==> src/rtl/regfile_wr_arbiter_if.sv <==
// Write-port bus of the register file arbiter: WB and LU write requests,
// clear control, hazard lookups and the registered regfile write port.
interface regfile_wr_arbiter_if #(
  parameter int DATA_W = 32,
  parameter int ADDR_W = 5
);
  logic              clr_req;
  logic              clr_busy;
  logic              wb_en;
  logic [ADDR_W-1:0] wb_addr;
  logic [DATA_W-1:0] wb_data;
  logic              lu_valid;
  logic              lu_ready;
  logic [ADDR_W-1:0] lu_addr;
  logic [DATA_W-1:0] lu_data;
  logic [ADDR_W-1:0] qry_addr_a;
  logic [ADDR_W-1:0] qry_addr_b;
  logic              qry_hit_a;
  logic              qry_hit_b;
  logic              rf_en_w;
  logic [ADDR_W-1:0] rf_addr_w;
  logic [DATA_W-1:0] rf_data_w;

  modport master (
    output clr_req, wb_en, wb_addr, wb_data, lu_valid, lu_addr, lu_data,
           qry_addr_a, qry_addr_b,
    input  clr_busy, lu_ready, qry_hit_a, qry_hit_b, rf_en_w, rf_addr_w, rf_data_w
  );

  modport slave (
    input  clr_req, wb_en, wb_addr, wb_data, lu_valid, lu_addr, lu_data,
           qry_addr_a, qry_addr_b,
    output clr_busy, lu_ready, qry_hit_a, qry_hit_b, rf_en_w, rf_addr_w, rf_data_w
  );
endinterface

==> src/rtl/regfile_wr_arbiter.sv <==
// Shares the single regfile write port between the WB stage and the LU,
// buffers LU writes in a small FIFO and sequences r1..r31 clearing.
module regfile_wr_arbiter #(
  parameter int DATA_W    = 32,
  parameter int ADDR_W    = 5,
  parameter int BUF_DEPTH = 2
) (
  input  logic                 clk,
  input  logic                 rst_n,
  regfile_wr_arbiter_if.slave  bus
);
  localparam int                PTR_W     = (BUF_DEPTH > 1) ? $clog2(BUF_DEPTH) : 1;
  localparam int                CNT_W     = PTR_W + 1;
  localparam logic [CNT_W-1:0]  DEPTH_C   = CNT_W'(BUF_DEPTH);
  localparam logic [ADDR_W-1:0] ADDR_ONE  = {{(ADDR_W-1){1'b0}}, 1'b1};
  localparam logic [ADDR_W-1:0] ADDR_LAST = {ADDR_W{1'b1}};

  typedef enum logic [0:0] {ST_CLEAR = 1'b0, ST_NORMAL = 1'b1} state_t;

  state_t              state_r, state_nxt_s;
  logic [ADDR_W-1:0]   clr_cnt_r, clr_cnt_nxt_s;
  logic [ADDR_W-1:0]   buf_addr_r [BUF_DEPTH];
  logic [DATA_W-1:0]   buf_data_r [BUF_DEPTH];
  logic [BUF_DEPTH-1:0] buf_vld_r, buf_vld_nxt_s;
  logic [PTR_W-1:0]    rd_ptr_r, wr_ptr_r;
  logic [CNT_W-1:0]    count_r;
  logic                sel_en_s, wb_sel_s, pop_s, push_s, flush_s, lu_ready_s;
  logic [ADDR_W-1:0]   sel_addr_s;
  logic [DATA_W-1:0]   sel_data_s;
  logic                hit_a_s, hit_b_s;
  logic                rf_en_r;
  logic [ADDR_W-1:0]   rf_addr_r;
  logic [DATA_W-1:0]   rf_data_r;

  assign lu_ready_s = rst_n && (state_r == ST_NORMAL) && (count_r < DEPTH_C);
  assign push_s     = bus.lu_valid && lu_ready_s && (bus.lu_addr != '0);

  // Next-state and write-port selection: clear sweep, else WB over FIFO head
  always_comb begin
    state_nxt_s   = state_r;
    clr_cnt_nxt_s = clr_cnt_r;
    sel_en_s      = 1'b0;
    sel_addr_s    = '0;
    sel_data_s    = '0;
    wb_sel_s      = 1'b0;
    pop_s         = 1'b0;
    flush_s       = 1'b0;
    case (state_r)
      ST_CLEAR: begin
        sel_en_s   = 1'b1;
        sel_addr_s = clr_cnt_r;
        if (clr_cnt_r == ADDR_LAST) begin
          state_nxt_s   = ST_NORMAL;
          clr_cnt_nxt_s = ADDR_ONE;
        end else begin
          clr_cnt_nxt_s = clr_cnt_r + ADDR_ONE;
        end
      end
      ST_NORMAL: begin
        if (bus.wb_en && (bus.wb_addr != '0)) begin
          wb_sel_s   = 1'b1;
          sel_en_s   = 1'b1;
          sel_addr_s = bus.wb_addr;
          sel_data_s = bus.wb_data;
        end else if (count_r != '0) begin
          // An entry killed by a younger WB write drains without a write
          pop_s      = 1'b1;
          sel_en_s   = buf_vld_r[rd_ptr_r];
          sel_addr_s = buf_addr_r[rd_ptr_r];
          sel_data_s = buf_data_r[rd_ptr_r];
        end else begin
          sel_en_s = 1'b0;
        end
        if (bus.clr_req) begin
          state_nxt_s   = ST_CLEAR;
          clr_cnt_nxt_s = ADDR_ONE;
          flush_s       = 1'b1;
        end else begin
          state_nxt_s = ST_NORMAL;
        end
      end
      default: begin
        state_nxt_s   = ST_CLEAR;
        clr_cnt_nxt_s = ADDR_ONE;
        flush_s       = 1'b1;
      end
    endcase
  end

  // Entry valid bits: WB invalidation, then head pop, then tail push
  always_comb begin
    buf_vld_nxt_s = buf_vld_r;
    for (int i = 0; i < BUF_DEPTH; i++) begin
      buf_vld_nxt_s[i] = buf_vld_r[i] & ~(wb_sel_s && (buf_addr_r[i] == bus.wb_addr));
    end
    buf_vld_nxt_s[rd_ptr_r] = buf_vld_nxt_s[rd_ptr_r] & ~pop_s;
    buf_vld_nxt_s[wr_ptr_r] = buf_vld_nxt_s[wr_ptr_r] | push_s;
  end

  // Hazard lookup over live FIFO entries
  always_comb begin
    hit_a_s = 1'b0;
    hit_b_s = 1'b0;
    for (int i = 0; i < BUF_DEPTH; i++) begin
      hit_a_s = hit_a_s | (buf_vld_r[i] & (buf_addr_r[i] == bus.qry_addr_a));
      hit_b_s = hit_b_s | (buf_vld_r[i] & (buf_addr_r[i] == bus.qry_addr_b));
    end
  end

  // State, clear counter and registered write port
  always_ff @(posedge clk) begin
    if (!rst_n) begin
      state_r   <= ST_CLEAR;
      clr_cnt_r <= ADDR_ONE;
      rf_en_r   <= 1'b0;
      rf_addr_r <= '0;
      rf_data_r <= '0;
    end else begin
      state_r   <= state_nxt_s;
      clr_cnt_r <= clr_cnt_nxt_s;
      rf_en_r   <= sel_en_s;
      rf_addr_r <= sel_addr_s;
      rf_data_r <= sel_data_s;
    end
  end

  // FIFO control: pointers, occupancy and valid bits
  always_ff @(posedge clk) begin
    if (!rst_n || flush_s) begin
      rd_ptr_r  <= '0;
      wr_ptr_r  <= '0;
      count_r   <= '0;
      buf_vld_r <= '0;
    end else begin
      rd_ptr_r  <= rd_ptr_r + PTR_W'(pop_s);
      wr_ptr_r  <= wr_ptr_r + PTR_W'(push_s);
      count_r   <= count_r + CNT_W'(push_s) - CNT_W'(pop_s);
      buf_vld_r <= buf_vld_nxt_s;
    end
  end

  // FIFO payload storage, qualified by the valid bits
  always_ff @(posedge clk) begin
    if (push_s) begin
      buf_addr_r[wr_ptr_r] <= bus.lu_addr;
      buf_data_r[wr_ptr_r] <= bus.lu_data;
    end
  end

  assign bus.clr_busy  = !rst_n || (state_r == ST_CLEAR);
  assign bus.lu_ready  = lu_ready_s;
  assign bus.qry_hit_a = (state_r == ST_NORMAL) && (bus.qry_addr_a != '0) && hit_a_s;
  assign bus.qry_hit_b = (state_r == ST_NORMAL) && (bus.qry_addr_b != '0) && hit_b_s;
  assign bus.rf_en_w   = rf_en_r;
  assign bus.rf_addr_w = rf_addr_r;
  assign bus.rf_data_w = rf_data_r;
endmodule

==> src/flat_wrapper.sv <==
// flat-port wrapper written by rule: the top's interface ports become plain ports
module regfile_wr_arbiter_flat 
#(
  parameter int DATA_W    = 32,
  parameter int ADDR_W    = 5,
  parameter int BUF_DEPTH = 2
)
  (clk, rst_n, bus_clr_req, bus_wb_en, bus_wb_addr, bus_wb_data, bus_lu_valid, bus_lu_addr, bus_lu_data, bus_qry_addr_a, bus_qry_addr_b, bus_clr_busy, bus_lu_ready, bus_qry_hit_a, bus_qry_hit_b, bus_rf_en_w, bus_rf_addr_w, bus_rf_data_w);
  regfile_wr_arbiter_if #(.DATA_W(DATA_W), .ADDR_W(ADDR_W)) bus_i ();
  input  logic clk;
  input  logic rst_n;
  input wire logic [$bits(bus_i.clr_req)-1:0] bus_clr_req;
  input wire logic [$bits(bus_i.wb_en)-1:0] bus_wb_en;
  input wire logic [$bits(bus_i.wb_addr)-1:0] bus_wb_addr;
  input wire logic [$bits(bus_i.wb_data)-1:0] bus_wb_data;
  input wire logic [$bits(bus_i.lu_valid)-1:0] bus_lu_valid;
  input wire logic [$bits(bus_i.lu_addr)-1:0] bus_lu_addr;
  input wire logic [$bits(bus_i.lu_data)-1:0] bus_lu_data;
  input wire logic [$bits(bus_i.qry_addr_a)-1:0] bus_qry_addr_a;
  input wire logic [$bits(bus_i.qry_addr_b)-1:0] bus_qry_addr_b;
  output wire logic [$bits(bus_i.clr_busy)-1:0] bus_clr_busy;
  output wire logic [$bits(bus_i.lu_ready)-1:0] bus_lu_ready;
  output wire logic [$bits(bus_i.qry_hit_a)-1:0] bus_qry_hit_a;
  output wire logic [$bits(bus_i.qry_hit_b)-1:0] bus_qry_hit_b;
  output wire logic [$bits(bus_i.rf_en_w)-1:0] bus_rf_en_w;
  output wire logic [$bits(bus_i.rf_addr_w)-1:0] bus_rf_addr_w;
  output wire logic [$bits(bus_i.rf_data_w)-1:0] bus_rf_data_w;
  assign bus_i.clr_req = bus_clr_req;
  assign bus_i.wb_en = bus_wb_en;
  assign bus_i.wb_addr = bus_wb_addr;
  assign bus_i.wb_data = bus_wb_data;
  assign bus_i.lu_valid = bus_lu_valid;
  assign bus_i.lu_addr = bus_lu_addr;
  assign bus_i.lu_data = bus_lu_data;
  assign bus_i.qry_addr_a = bus_qry_addr_a;
  assign bus_i.qry_addr_b = bus_qry_addr_b;
  assign bus_clr_busy = bus_i.clr_busy;
  assign bus_lu_ready = bus_i.lu_ready;
  assign bus_qry_hit_a = bus_i.qry_hit_a;
  assign bus_qry_hit_b = bus_i.qry_hit_b;
  assign bus_rf_en_w = bus_i.rf_en_w;
  assign bus_rf_addr_w = bus_i.rf_addr_w;
  assign bus_rf_data_w = bus_i.rf_data_w;
  regfile_wr_arbiter #(.DATA_W(DATA_W), .ADDR_W(ADDR_W), .BUF_DEPTH(BUF_DEPTH)) u_core (.clk(clk), .rst_n(rst_n), .bus(bus_i));
endmodule
==> config.mk <==
export PLATFORM = sky130hd
export DESIGN_NAME = regfile_wr_arbiter_flat
export DESIGN_NICKNAME = d
export VERILOG_FILES = /design/src/rtl/regfile_wr_arbiter_if.sv /design/src/rtl/regfile_wr_arbiter.sv /design/src/flat_wrapper.sv
export SDC_FILE = /design/constraint.sdc
export NUM_CORES = 1
export LEC_CHECK = 0
export CAP_MARGIN = 40
export CELL_PAD_IN_SITES_DETAIL_PLACEMENT = 0
export CELL_PAD_IN_SITES_GLOBAL_PLACEMENT = 1
export CORE_ASPECT_RATIO = 0.8
export CORE_MARGIN = 3
export CORE_UTILIZATION = 43
export CTS_BUF_LIST = sky130_fd_sc_hd__clkbuf_8
export CTS_CLUSTER_DIAMETER = 50
export DETAILED_ROUTE_END_ITERATION = 12
export PLACE_DENSITY = 0.87
export SLEW_MARGIN = 10
export SYNTH_ARGS = -nofsm -noshare
export SYNTH_HDL_FRONTEND = slang
export SYNTH_SLANG_ARGS = --single-unit
==> constraint.sdc <==
create_clock -name clk -period 5.5 [get_ports clk]
set_input_delay 0.55 -clock clk [delete_from_list [all_inputs] [get_ports clk]]
set_output_delay 0.55 -clock clk [all_outputs]
set_load 0.01 [all_outputs]
==> flow_metrics.py, run 1 <==
metrics = {
    "cts": {
        "cts_buffer_depth": 2,
        "clk_latency_ns": 0.42,
        "cts_tree": "done",
        "cts_hold_buffers": 0,
        "root_buffer": "clkbuf_8",
        "postCtsResizedCells": 0,
        "cts_buffers": 17,
        "cts_setup_buffers": 0,
        "ctsHtreeMaxLevel": 4,
        "clkTransAtPathRegs_ns": 0.07,
        "cts_sinks": 124,
    },
    "floorplan": {
        "die_w_um": 127,
        "start_util": 0.453,
        "rows": 34,
        "die_h_um": 103,
        "coreArea_mm2": 0.0112,
        "io_pins": 131,
        "die-area_mm2": 0.0131,
    },
    "route": {
        "wirelength_um": 12100,
        "drtIter0Drc": 253,
        "dr.pass1.iters": 4,
        "routedWlPerCell_um": 17.2,
        "detail-route-antenna-nets": 0,
        "vias": 3642,
        "drc": 0,
        "vias_per_cell": 5.20,
    },
    "synth": {
        "synth_fp_nets": 508,
        "synth_area_leaders": "edfxtp_1, dfxtp_1, mux2_2",
        "avgSynthCellArea_um2": 12.3,
        "synth_edf_count": 74,
        "ys_seq_area_frac": 0.636,
        "yosysWarnings": 0,
        "synth_common_cells": "edfxtp_1, dfxtp_1, nand2_1",
        "synth.distinct_cells": 38,
        "synth_seq_cells": 124,
        "synthArstFlopShare": 0,
        "synth_cells": 413,
        "synth_ff_type": "edfxtp_1",
        "syn_area_mm2": 0.00507,
        "synth_most_common_cell": "edfxtp_1",
        "synth_top_area_cell": "edfxtp_1",
        "synth.top_cell.area_share": 0.438,
    },
    "place": {
        "place_congestion": 0.866,
        "place_hpwl_um": 8450,
        "io_buffers": 130,
    },
    "timing": {
        "max_clock_freq_mhz": 347,
        "holdWs_ns": 0.496,
        "rsz0062_at_grt": "false",
        "clock_skew_ns": 0.0110,
        "hold_violations": 0,
        "slew_viol_final": 0,
        "fin_crit_ns": 2.88,
        "fin_setup_tns_ns": 0,
        "worst_pin_slew_ns": 0.732,
        "period_share": 0.524,
        "slew_headroom": 0.512,
        "setup_viol": 0,
    },
    "worst_setup_path": {
        "path_common_cell": "clkdlybuf4s50_1",
        "path_max_fanout": 35,
        "crit_required_ns": 4.95,
        "critPathBufInv": 3,
        "cp_slowest_cell": "clkdlybuf4s50_1",
        "start_kind": "input pin",
        "slowest_delay_ns": 0.64,
        "cp_cell_sequence": "clkdlybuf4s50_1, nand2_1, buf_4, nor2_1, clkdlybuf4s50_1",
        "timing_worst_setup_path_type": "in2out",
        "cp_top_family": "buffers and inverters",
        "cp.arrival_ns": 2.33,
        "critPathCaptureType": "primary output",
    },
    "pwr": {
        "comb_power_share": 0.063,
        "seqPwrFrac": 0.497,
        "p_total_mw": 1.99,
        "irDropWorstVdd_mv": 0.160,
        "p_sw_mw": 0.398,
        "p_per_area_mw_per_mm2": 284,
        "power_frac_clock": 0.440,
        "p_leak_nw": 2.38,
        "intPower_mw": 1.59,
        "p_sw_frac": 0.200,
    },
    "global_routing": {
        "grt_pass1_wl_um": 19200,
        "grt_max_degree": 38,
        "grt_pass1_vias": 3756,
        "grt-ovfl-total": 0,
        "antenna_found_initial": 0,
        "grt_usage": 0.190,
    },
    "cells_and_area": {
        "nNetsFinal": 639,
        "drive_gt1_frac": 0.136,
        "syn_to_final_growth_pct": 38.4,
        "final_util": 0.627,
        "diodes": 0,
        "n_fill_cell": 858,
    },
    "run": {
        "cap_violations": 0,
    },
    "worst_hold_path": {
        "hp-class": "reg2reg",
    },
    "outcome": {
        "status": "finished, final reports clean",
    },
}
==> metrics by stage <==
stage,setup WS [ns],cell area [um2],cells
after detailed placement,2.32,6580,669
after CTS,2.61,7020,701
after floorplan,2.84,5070,413
after global routing,2.47,7020,701
after global placement,2.41,6470,665
final,2.62,7020,701
==> cell usage in the layout, fill, tap and decap left out, types with 3 or more instances in the layout <==
cell	Yosys	layout
xor2_1	22	22
buf_16	0	3
a31oi_1	5	5
nor3_1	3	3
mux2i_1	4	4
nor4_1	4	4
clkdlybuf4s50_1	0	130
ha_1	6	4
a21oi_1	38	38
or4_1	4	4
nor2_1	8	8
clkbuf_8	0	17
o21ai_0	8	8
xnor2_1	10	10
nand3_1	41	41
bufinv_16	0	5
nor2b_1	3	3
inv_1	5	7
mux2_2	34	34
buf_4	3	3
nand2b_1	3	3
nand2_1	43	43
edfxtp_1	74	74
clkinv_2	0	4
o22ai_1	3	3
dfxtp_1	50	49
==> state kept, by name, summed over array words and instances, names as in the netlist <==
signal / count
u_core.count_r: 2
u_core.buf_addr_r: 10
u_core.rd_ptr_r: 1
u_core.bus.rf_addr_w: 5
u_core.buf_data_r: 64
u_core.bus.rf_en_w: 1
u_core.bus.rf_data_w: 32
u_core.state_r: 1
u_core.wr_ptr_r: 1
u_core.buf_vld_r: 2
u_core.clr_cnt_r: 5
==> worst paths after layout <==
check,startpoint,to,slack [ns],cells after the start
setup / recovery,rst_n,bus_lu_ready,2.62,5
hold / removal,u_core.wr_ptr_r,u_core.buf_vld_r[0],0.50,1
setup reg to reg,u_core.count_r[1],u_core.count_r[1],3.11,9
hold reg to reg,u_core.wr_ptr_r,u_core.buf_vld_r[0],0.50,1
==> routing by layer <==
| layer | global-route usage | part of all wire | vias up | routed length (um) |
|---|---|---|---|---|
| met1 | 0.256 | 0.47 | 1744 | 5660 |
| met3 | 0.0585 | 0.063 | 10 | 761 |
| li1 | - | - | 1764 | - |
| met4 | 0.0709 | 0.0075 | 0 | 91 |
| met5 | 0 | 0 | - | 0 |
| met2 | 0.292 | 0.46 | 124 | 5550 |
==> kinds of logic (layout without fill, tap and decap cells) <==
| kind of cell | Yosys count | count (layout) | share of synthesized area |
|---|---|---|---|
| buf+inv | 30 | 174 | 0.0259 |
| compound gates | 64 | 64 | 0.0716 |
| simple gates | 119 | 119 | 0.113 |
| flops | 124 | 124 | 0.636 |
| fa+ha+maj | 6 | 6 | 0.0148 |
| xor+xnor | 32 | 32 | 0.0553 |
| mux | 38 | 38 | 0.0834 |
==> power groups by stage <==
stage | clock (mW) | combinational (mW) | sequential, mW
after floorplan | 0 | 0.0377 | 1.01
after global placement | 0 | 0.121 | 1.01
after detailed placement | 0 | 0.126 | 1.01
after CTS | 0.894 | 0.127 | 0.990
after global routing | 0.939 | 0.136 | 0.990
final | 0.877 | 0.126 | 0.990
==> worst register-to-register path, delay by kind of cell, from the launching register on <==
kind / cells / cell delay [ns]
fa+ha+maj: 2 / 0.39
simple gates: 4 / 1.07
xor+xnor: 2 / 0.31
flops: 1 / 0.45
buf+inv: 1 / 0.06
==> cell type report <==
cell class	count	area, um2	area share
Clock inverter	15	205	0.0292
Multi-Input combinational cell	259	1730	0.246
Timing Repair Buffer	137	1430	0.203
Inverter	5	18.8	0.00267
Sequential cell	124	3220	0.460
Tap cell	144	180	0.0257
Clock buffer	17	234	0.0333
Power figures use the tool's default switching activity.
==> run 2, diff against run 1 <==
--- a/config.mk
+++ b/config.mk
@@ -10,11 +10,11 @@
 export CELL_PAD_IN_SITES_GLOBAL_PLACEMENT = 1
 export CORE_ASPECT_RATIO = 0.8
 export CORE_MARGIN = 3
-export CORE_UTILIZATION = 43
+export CORE_UTILIZATION = 36
 export CTS_BUF_LIST = sky130_fd_sc_hd__clkbuf_8
 export CTS_CLUSTER_DIAMETER = 50
 export DETAILED_ROUTE_END_ITERATION = 12
-export PLACE_DENSITY = 0.87
+export PLACE_DENSITY = 0.77
 export SLEW_MARGIN = 10
 export SYNTH_ARGS = -nofsm -noshare
 export SYNTH_HDL_FRONTEND = slang
==> constraint.sdc (replaced) <==
create_clock -name clk -period 2.6 [get_ports clk]
set_input_delay 0.26 -clock clk [delete_from_list [all_inputs] [get_ports clk]]
set_output_delay 0.26 -clock clk [all_outputs]
set_load 0.01 [all_outputs]
==> run 2 against run 1 <==
Combinational power grew 120%. First-iteration DRC count increased by 1.2%. Non-clock buffer count increased by 23. Final cell count grew 8.6%. Final area increased by 2.5%. Hold slack got worse by 0.13 ns. Via count up 2.3%. Critical path depth down 1. Largest power group unchanged.
==> flow_metrics.py, run 2 (synthesis gave the netlist of run 1 again) <==
metrics = {
    "worst_setup_path": {
        "cp.arrival_ns": 1.95,
        "critPathCaptureType": "primary output",
        "reg2reg_from": "u_core.state_r",
        "start_kind": "flop",
        "crit_required_ns": 2.34,
        "crit_path_start": "u_core.state_r",
        "timing_worst_setup_path_type": "reg2out",
        "path_max_fanout": 35,
    },
    "cts": {
        "cts_sinks": 124,
        "ctsHtreeMaxLevel": 4,
        "cts_buffers": 17,
        "root_buffer": "clkbuf_8",
        "cts_buffer_depth": 2,
        "clk_latency_ns": 0.44,
        "cts_tree": "done",
        "clkTransAtPathRegs_ns": 0.07,
    },
    "floorplan": {
        "rows": 38,
        "die-area_mm2": 0.0156,
        "start_util": 0.372,
        "io_pins": 131,
        "die_w_um": 139,
        "die_h_um": 112,
        "coreArea_mm2": 0.0136,
    },
    "cells_and_area": {
        "fin_area_mm2": 0.00719,
        "drive_gt1_frac": 0.169,
        "regMostFlops": "u_core.buf_data_r",
        "n_fill_cell": 1158,
        "final_common_cell": "clkdlybuf4s50_1",
        "nNetsFinal": 662,
        "syn_to_final_growth_pct": 41.9,
        "largest_register_ffs": 64,
        "layout_common_cells": "clkdlybuf4s50_1, edfxtp_1, dfxtp_1",
    },
    "route": {
        "dr.pass1.iters": 4,
        "drtIter0Drc": 256,
        "wirelength_um": 12900,
        "routedWlPerCell_um": 16.9,
        "detail-route-antenna-nets": 0,
        "vias": 3725,
        "drc": 0,
        "vias_per_cell": 4.89,
    },
    "timing": {
        "hold_violations": 0,
        "setup_viol": 0,
        "holdWs_ns": 0.364,
        "slew_viol_final": 0,
        "worst_pin_slew_ns": 0.487,
        "period_share": 0.851,
        "clock_skew_ns": 0.00916,
        "fin_ws_ns": 0.386,
        "slew_headroom": 0.673,
        "fin_crit_ns": 2.21,
        "max_clock_freq_mhz": 452,
        "rsz0062_at_grt": "false",
        "fin_setup_tns_ns": 0,
    },
    "place": {
        "place_congestion": 0.798,
        "pre_cts_ws_ns": 0.111,
        "place_hpwl_um": 8820,
        "place_area_mm2": 0.00667,
        "io_buffers": 130,
    },
    "global_routing": {
        "grt-ovfl-total": 0,
        "grt_usage": 0.168,
        "grt_max_degree": 37,
        "grt_pass1_vias": 3720,
        "antenna_found_initial": 0,
        "grt_pass1_wl_um": 20200,
    },
    "run": {
        "cap_violations": 0,
    },
    "pwr": {
        "p_total_mw": 4.24,
        "p_leak_nw": 2.50,
        "p_per_area_mw_per_mm2": 590,
        "irDropWorstVdd_mv": 0.321,
    },
    "worst_hold_path": {
        "hp-class": "in2reg",
        "worstHoldStart": "bus_wb_data[26]",
    },
    "outcome": {
        "status": "finished, final reports clean",
    },
}
-- run 2: cell count changes in the layout (fill, tap and decap cells not counted), moves of 2 or more --
cell,previous run,this run
clkinv_1,1,4
dlymetal6s2s_1,0,2
clkdlybuf4s50_1,130,128
buf_4,3,28
inv_1,7,5
buf_16,3,0
-- run 2: metrics by stage --
stage	instances	util
6_report	761	0.527
5_1_grt	760	0.527
4_1_cts	750	0.521
3_5_place_dp	718	0.489
3_3_place_gp	718	0.489
2_1_floorplan	413	-
-- run 2: what timing repair did --
| action | in CTS | in global routing |
|---|---|---|
| gates resized for setup | 0 | 2 |
| setup endpoints to repair | 0 | 2 |
| hold endpoints to repair | 0 | 0 |
| buffers inserted | 0 | 10 |
| hold buffers | 0 | 0 |
-- run 2: layout make-up --
| cell class | count | area [um2] | share of cell area |
|---|---|---|---|
| sequential | 124 | 3220 | 0.448 |
| antenna | 1 | 2.50 | 0.000348 |
| multi-input combinational | 259 | 1730 | 0.240 |
| tap | 180 | 225 | 0.0313 |
| inverter | 5 | 18.8 | 0.00261 |
| timing repair buffer | 160 | 1560 | 0.216 |
| clock buffer | 17 | 234 | 0.0325 |
| clock inverter | 15 | 203 | 0.0282 |
-- run 2: path summary, 6_finish.rpt --
path / slack [ns] / to / cells past startpoint
max: 0.39 / bus_lu_ready / 4
min: 0.36 / u_core.bus.rf_data_w[26] / 3
max reg2reg: 0.74 / u_core.buf_data_r[1][27] / 4
min reg2reg: 0.49 / u_core.clr_cnt_r[2] / 2
-- run 2: power breakdown --
part	switching, mW	total (mW)	leakage, nW	internal (mW)
Combinational	0.107	0.274	1.22	0.167
Sequential	0.00711	2.09	1.07	2.09
Clock	0.752	1.87	0.211	1.12
-- run 2: layer usage --
metal	part of all wire	global-route usage	wire (um)	up-vias
met5	0	0	0	-
met4	0.019	0.0743	242	0
met3	0.067	0.0605	861	23
met2	0.43	0.238	5540	118
met1	0.48	0.232	6220	1774
li1	-	-	-	1810
-- run 2: worst max-delay path: stages, from the launching register on --
cell,delay (ns)
dfxtp_1,0.33
nand2_1,0.13
buf_4,0.30
nor2_1,0.17
clkdlybuf4s50_1,0.57
